===== src/rtl/fifo_wr_arb.sv =====
// Three-requester round-robin arbiter feeding one shared FIFO write port.
// A grant is held for a whole burst; the burst ends on last, on BURST_MAX beats, or when the request is withdrawn.
module fifo_wr_arb #(
  parameter int W         = 8,
  parameter int BURST_MAX = 4
) (
  input  logic         clk,
  input  logic         rst,
  input  logic [2:0]   req,
  input  logic [2:0]   last,
  input  logic [W-1:0] din0,
  input  logic [W-1:0] din1,
  input  logic [W-1:0] din2,
  input  logic         fifo_full,
  output logic [2:0]   ack,
  output logic [2:0]   gnt,
  output logic         fifo_we,
  output logic [W-1:0] fifo_in,
  output logic         busy
);

  typedef enum logic {IDLE, BUSY} state_t;

  localparam logic [3:0] BURST_LIM = 4'(BURST_MAX);

  state_t     state_q, state_d;
  logic [2:0] gnt_q, gnt_d;
  logic       busy_q, busy_d;
  logic [3:0] cnt_q, cnt_d;
  logic [1:0] last_srv_q, last_srv_d;

  logic [1:0] gnt_idx;
  logic [2:0] winner;
  logic [3:0] cnt_inc;

  // Round-robin pick: search starts just after the last served requester.
  function automatic logic [2:0] rr_pick(input logic [1:0] ls, input logic [2:0] r);
    logic [1:0] o0, o1, o2;
    case (ls)
      2'd0:    begin o0 = 2'd1; o1 = 2'd2; o2 = 2'd0; end
      2'd1:    begin o0 = 2'd2; o1 = 2'd0; o2 = 2'd1; end
      default: begin o0 = 2'd0; o1 = 2'd1; o2 = 2'd2; end
    endcase
    if (r[o0])      rr_pick = 3'b001 << o0;
    else if (r[o1]) rr_pick = 3'b001 << o1;
    else if (r[o2]) rr_pick = 3'b001 << o2;
    else            rr_pick = 3'b000;
  endfunction

  always_comb begin
    gnt_idx = 2'd0;
    case (gnt_q)
      3'b010:  gnt_idx = 2'd1;
      3'b100:  gnt_idx = 2'd2;
      default: gnt_idx = 2'd0;
    endcase
  end

  assign winner  = rr_pick(last_srv_q, req);
  assign cnt_inc = cnt_q + 4'd1;

  // Beat acceptance is purely combinational so the requester can advance on the same edge.
  assign ack     = gnt_q & req & {3{~fifo_full}};
  assign fifo_we = |ack;
  assign gnt     = gnt_q;
  assign busy    = busy_q;

  always_comb begin
    fifo_in = '0;
    if (fifo_we) begin
      case (gnt_q)
        3'b001:  fifo_in = din0;
        3'b010:  fifo_in = din1;
        3'b100:  fifo_in = din2;
        default: fifo_in = '0;
      endcase
    end
  end

  always_comb begin
    state_d    = state_q;
    gnt_d      = gnt_q;
    busy_d     = busy_q;
    cnt_d      = cnt_q;
    last_srv_d = last_srv_q;
    case (state_q)
      IDLE: begin
        if (req != 3'b000) begin
          state_d = BUSY;
          gnt_d   = winner;
          busy_d  = 1'b1;
          cnt_d   = 4'd0;
        end
      end
      BUSY: begin
        if (!req[gnt_idx]) begin
          state_d    = IDLE;
          gnt_d      = 3'b000;
          busy_d     = 1'b0;
          last_srv_d = gnt_idx;
        end else if (fifo_we) begin
          cnt_d = cnt_inc;
          if (last[gnt_idx] || (cnt_inc == BURST_LIM)) begin
            state_d    = IDLE;
            gnt_d      = 3'b000;
            busy_d     = 1'b0;
            last_srv_d = gnt_idx;
          end
        end
      end
      default: begin
        state_d = IDLE;
        gnt_d   = 3'b000;
        busy_d  = 1'b0;
      end
    endcase
  end

  always_ff @(posedge clk or posedge rst) begin
    if (rst) begin
      state_q    <= IDLE;
      gnt_q      <= 3'b000;
      busy_q     <= 1'b0;
      cnt_q      <= 4'd0;
      last_srv_q <= 2'd2;
    end else begin
      state_q    <= state_d;
      gnt_q      <= gnt_d;
      busy_q     <= busy_d;
      cnt_q      <= cnt_d;
      last_srv_q <= last_srv_d;
    end
  end

endmodule


===== config.mk =====
export PLATFORM = sky130hd
export DESIGN_NAME = fifo_wr_arb
export DESIGN_NICKNAME = d
export VERILOG_FILES = /design/src/rtl/fifo_wr_arb.sv
export SDC_FILE = /design/constraint.sdc
export NUM_CORES = 1
export LEC_CHECK = 0
export CAP_MARGIN = 40
export CELL_PAD_IN_SITES_DETAIL_PLACEMENT = 0
export CELL_PAD_IN_SITES_GLOBAL_PLACEMENT = 1
export CORE_AREA = 10 10 77 79
export DETAILED_ROUTE_END_ITERATION = 8
export DIE_AREA = 0 0 87 89
export PLACE_DENSITY = 0.79
export SLEW_MARGIN = 20
export SYNTH_ARGS = -nofsm -noshare
export SYNTH_HDL_FRONTEND = slang
export SYNTH_SLANG_ARGS = --single-unit

===== constraint.sdc =====
create_clock -name clk -period 1.71 [get_ports clk]
set_clock_uncertainty 0.1 [all_clocks]
set_input_delay 0.4275 -clock clk [delete_from_list [all_inputs] [get_ports clk]]
set_output_delay 0.4275 -clock clk [all_outputs]
set_load 0.1 [all_outputs]

==> impl_results.md <==
- Synth Area per Inst: around 8.0 um^2
- Post-synthesis register bit count: 11
- Design area: around 0.0024 mm^2
- Area grow syn2layout: 117%
- Final setup fails: 24
- Post-DP Area: 0.00215 mm^2
- CP Data Required Time: between 1 and 1.5 ns
- Synth area leaders: dfrtp_1, nor2_1, a22oi_1, a21oi_1, nor2b_1
- Final WS setup: -0.636 ns
- Height of the chip: between 80 and 90 um
- CTS tree: yes
- XOR/XNOR Fraction of Synth Area: 0.0158
- Largest net degree at the start of global routing: 12
- Grt ovf: 0
- WL per Instance: about 15 um
- Largest family of logic cells by synthesized area: compound AO/OA/AOI/OAI gates
- Die area: just under 0.008 mm^2
- Layout cells sized above 1: 0.478
- Worst Hold Class: input port to asynchronous set/reset pin
- # rows: 25
- Vias in the first global route: around 1300
- Post-synth top area share: 0.225
- Adder-Cell Fraction of Synth Area: 0.0225
- Slew headroom: 0.719
- Pins Over Slew Limit: 0
- Worst-Skew Late Latency: roughly 0.23 ns
- Syn nets: 174
- Cell variety after synth: 45
- DRT iter0 DRCs: 128
- Antenna violation net count after detailed routing: 0
- Hold-fix buffers, CTS: 0
- Pwr Density: roughly 1500 mW/mm^2
- Area fraction in compound gates after synthesis: 0.359
- Leading area contributor after synthesis: dfrtp_1
- Antenna violations before repair: 0
- DRC Markers: 0
- Die Span X: about 87 um
- Post-DR vias/cell: about 4.9
- Tcrit/Tclk final: 1.37
- I/O Pins: just under 50
- # port buffers: 48
- Post-Syn Instances: between 100 and 150
- Reg clk slew, reported paths: 0.05 ns
- Worst EP arrival: about 1.8 ns
- Final hold vios: 0
- First-pass GRT wire length: between 6000 and 7000 um
- Total Nets Final: 262
- Netlist Area Pre-Place: ~0.0011 mm^2
- Initial core utilization: 0.245
- Post-Route Setup TNS: -10.18 ns
- Post-synth EDFFs: 0
- Tmin final: ~2.3 ns
- Clock sinks: 11
- Max FO, Critical Path: 8
- Synth async-reset ratio: 1.00
- Ant. Diodes: 0
- Mux cell area share after synthesis: 0.00902
- Setup CP Type: flip-flop to primary output
- Actual slew at the worst max-slew pin: between 0.4 and 0.5 ns
- Final HPWL DP: approximately 3400 um
- Run status: finished with violations
- Warnings, synthesis: 0
- Via count: approximately 1400
- Worst setup SP type: flip-flop
- Sequential area share after synthesis: 0.249
- Routed WL: around 4300 um
- Core Footprint: around 0.0045 mm^2
- Post-Synth Simple-Gate Area: 0.277
- Leakage: 0.940 nW
- Violated checks: setup timing
- Clock buffer depth: 2
- Peak supply drop: about 0.74 mV
- Primary FF master, synth: dfrtp_1
- Fmax: approximately 430 MHz
- Endpoint class of the critical path: primary output
- H-tree Lvls: 1
- Total GRT Usage: 0.107
- TritonRoute pass-1 iters: 4
- Root Driver: clkbuf_8
- RSZ-0062 raised after global routing: yes
- Placer Congestion: 0.813
- CTS Buf Count: 3
- Number of max-cap violations: 0
worst paths after layout:
path / start / to / slack, ns / cells after the start
worst max-delay path: gnt[1]$_DFFE_PP0P_ / fifo_in[7] / -0.64 / 7
worst min-delay path: rst / busy$_DFFE_PP0P_ / 0.41 / 2
max in group asynchronous: rst / gnt[2]$_DFFE_PP0P_ / 0.78 / 2
worst max register to register: gnt[1]$_DFFE_PP0P_ / gnt[1]$_DFFE_PP0P_ / -0.55 / 8
min in group clk: cnt_q[3]$_DFFE_PP0P_ / cnt_q[3]$_DFFE_PP0P_ / 0.42 / 1
worst min register to register: cnt_q[3]$_DFFE_PP0P_ / cnt_q[3]$_DFFE_PP0P_ / 0.42 / 1
flip-flops by register name, summed over array words and instances, names as in the netlist:
name,flops
gnt,3
state_q,1
busy,1
cnt_q,4
last_srv_q,2
routing by layer:
| layer | track usage | part of all wire | vias up |
|---|---|---|---|
| li1 | - | - | 684 |
| met1 | 0.132 | 0.42 | 672 |
| met2 | 0.181 | 0.53 | 24 |
| met3 | 0.0246 | 0.045 | 2 |
| met4 | 0.0280 | 0.0037 | 0 |
| met5 | 0 | 0 | - |
through the flow:
step	cells	total power, W	util	setup slack, ns	hold WS (ns)
floorplan	139	0.00203	-	-1.39	0.179
global placement	268	0.00294	0.474	-0.614	0.399
detailed placement	268	0.00296	0.474	-0.647	0.413
CTS	276	0.00342	0.506	-0.644	0.423
global route	280	0.00384	0.530	-0.684	0.452
finish	280	0.00362	0.530	-0.636	0.405
logic make-up after synthesis:
family | after synthesis
xor+xnor | 2
mux | 1
flops | 11
compound gates | 48
simple gates | 60
buf+inv | 15
fa+ha+maj | 2
synth_stat cells, types with 2 or more instances:
library cell	instances
nor2b_1	7
ha_1	2
clkbuf_1	4
nand2_1	11
inv_1	5
buf_4	3
a21oi_1	11
a32oi_1	2
o21ai_2	2
and2_1	2
a22oi_1	9
nand2b_1	2
o21ai_1	3
nor2_1	23
nand4_1	2
dfrtp_1	10
a311oi_1	2
o22ai_1	3
inv_2	2
nand3_1	4
a221o_1	2
o21ai_0	4
or3_1	2
cells in the final DEF (no fill, tap or decap), types with 3 or more instances in the layout:
master	netlist	routed
buf_12	0	17
clkbuf_8	0	3
o21ai_1	3	5
a21oi_2	0	8
buf_4	3	28
a22oi_1	9	9
dfrtp_1	10	7
nor2_1	23	13
a21oi_1	11	3
buf_6	1	11
nor2_4	0	10
nand2_1	11	9
dfrtp_4	0	3
dlygate4sd2_1	0	4
nor2b_1	7	5
inv_1	5	4
nand3_2	1	3
clkdlybuf4s50_1	0	28
worst max-delay path, cell delays in order, from the launching register on:
cell	delay, ns
dfrtp_4	0.50
buf_6	0.13
nor2b_4	0.12
buf_6	0.13
o311ai_4	0.29
buf_12	0.20
nor2_4	0.05
buf_12	0.16
report_power, final:
part	leakage, nW	switching (W)	internal (W)
Combinational	0.780	0.00157	0.00129
Sequential	0.137	0.000140	0.000375
Clock	0.0228	0.0000852	0.000163
layout make-up:
cell class | count | area [um^2]
inverters | 7 | 30.0
flip-flops and latches | 11 | 288
clock buffers | 4 | 45.0
repair buffers | 91 | 1020
multi-input cells | 113 | 951
fillers | 398 | 2130
well taps | 54 | 67.6
timing repair:
action,4_1_cts,5_1_grt
resized for setup,26,18
buffers inserted,3,5
pin swaps,9,8
endpoints found under the setup margin,24,23
cloned,1,0
Note: power is estimated with default switching activity, not from simulation.
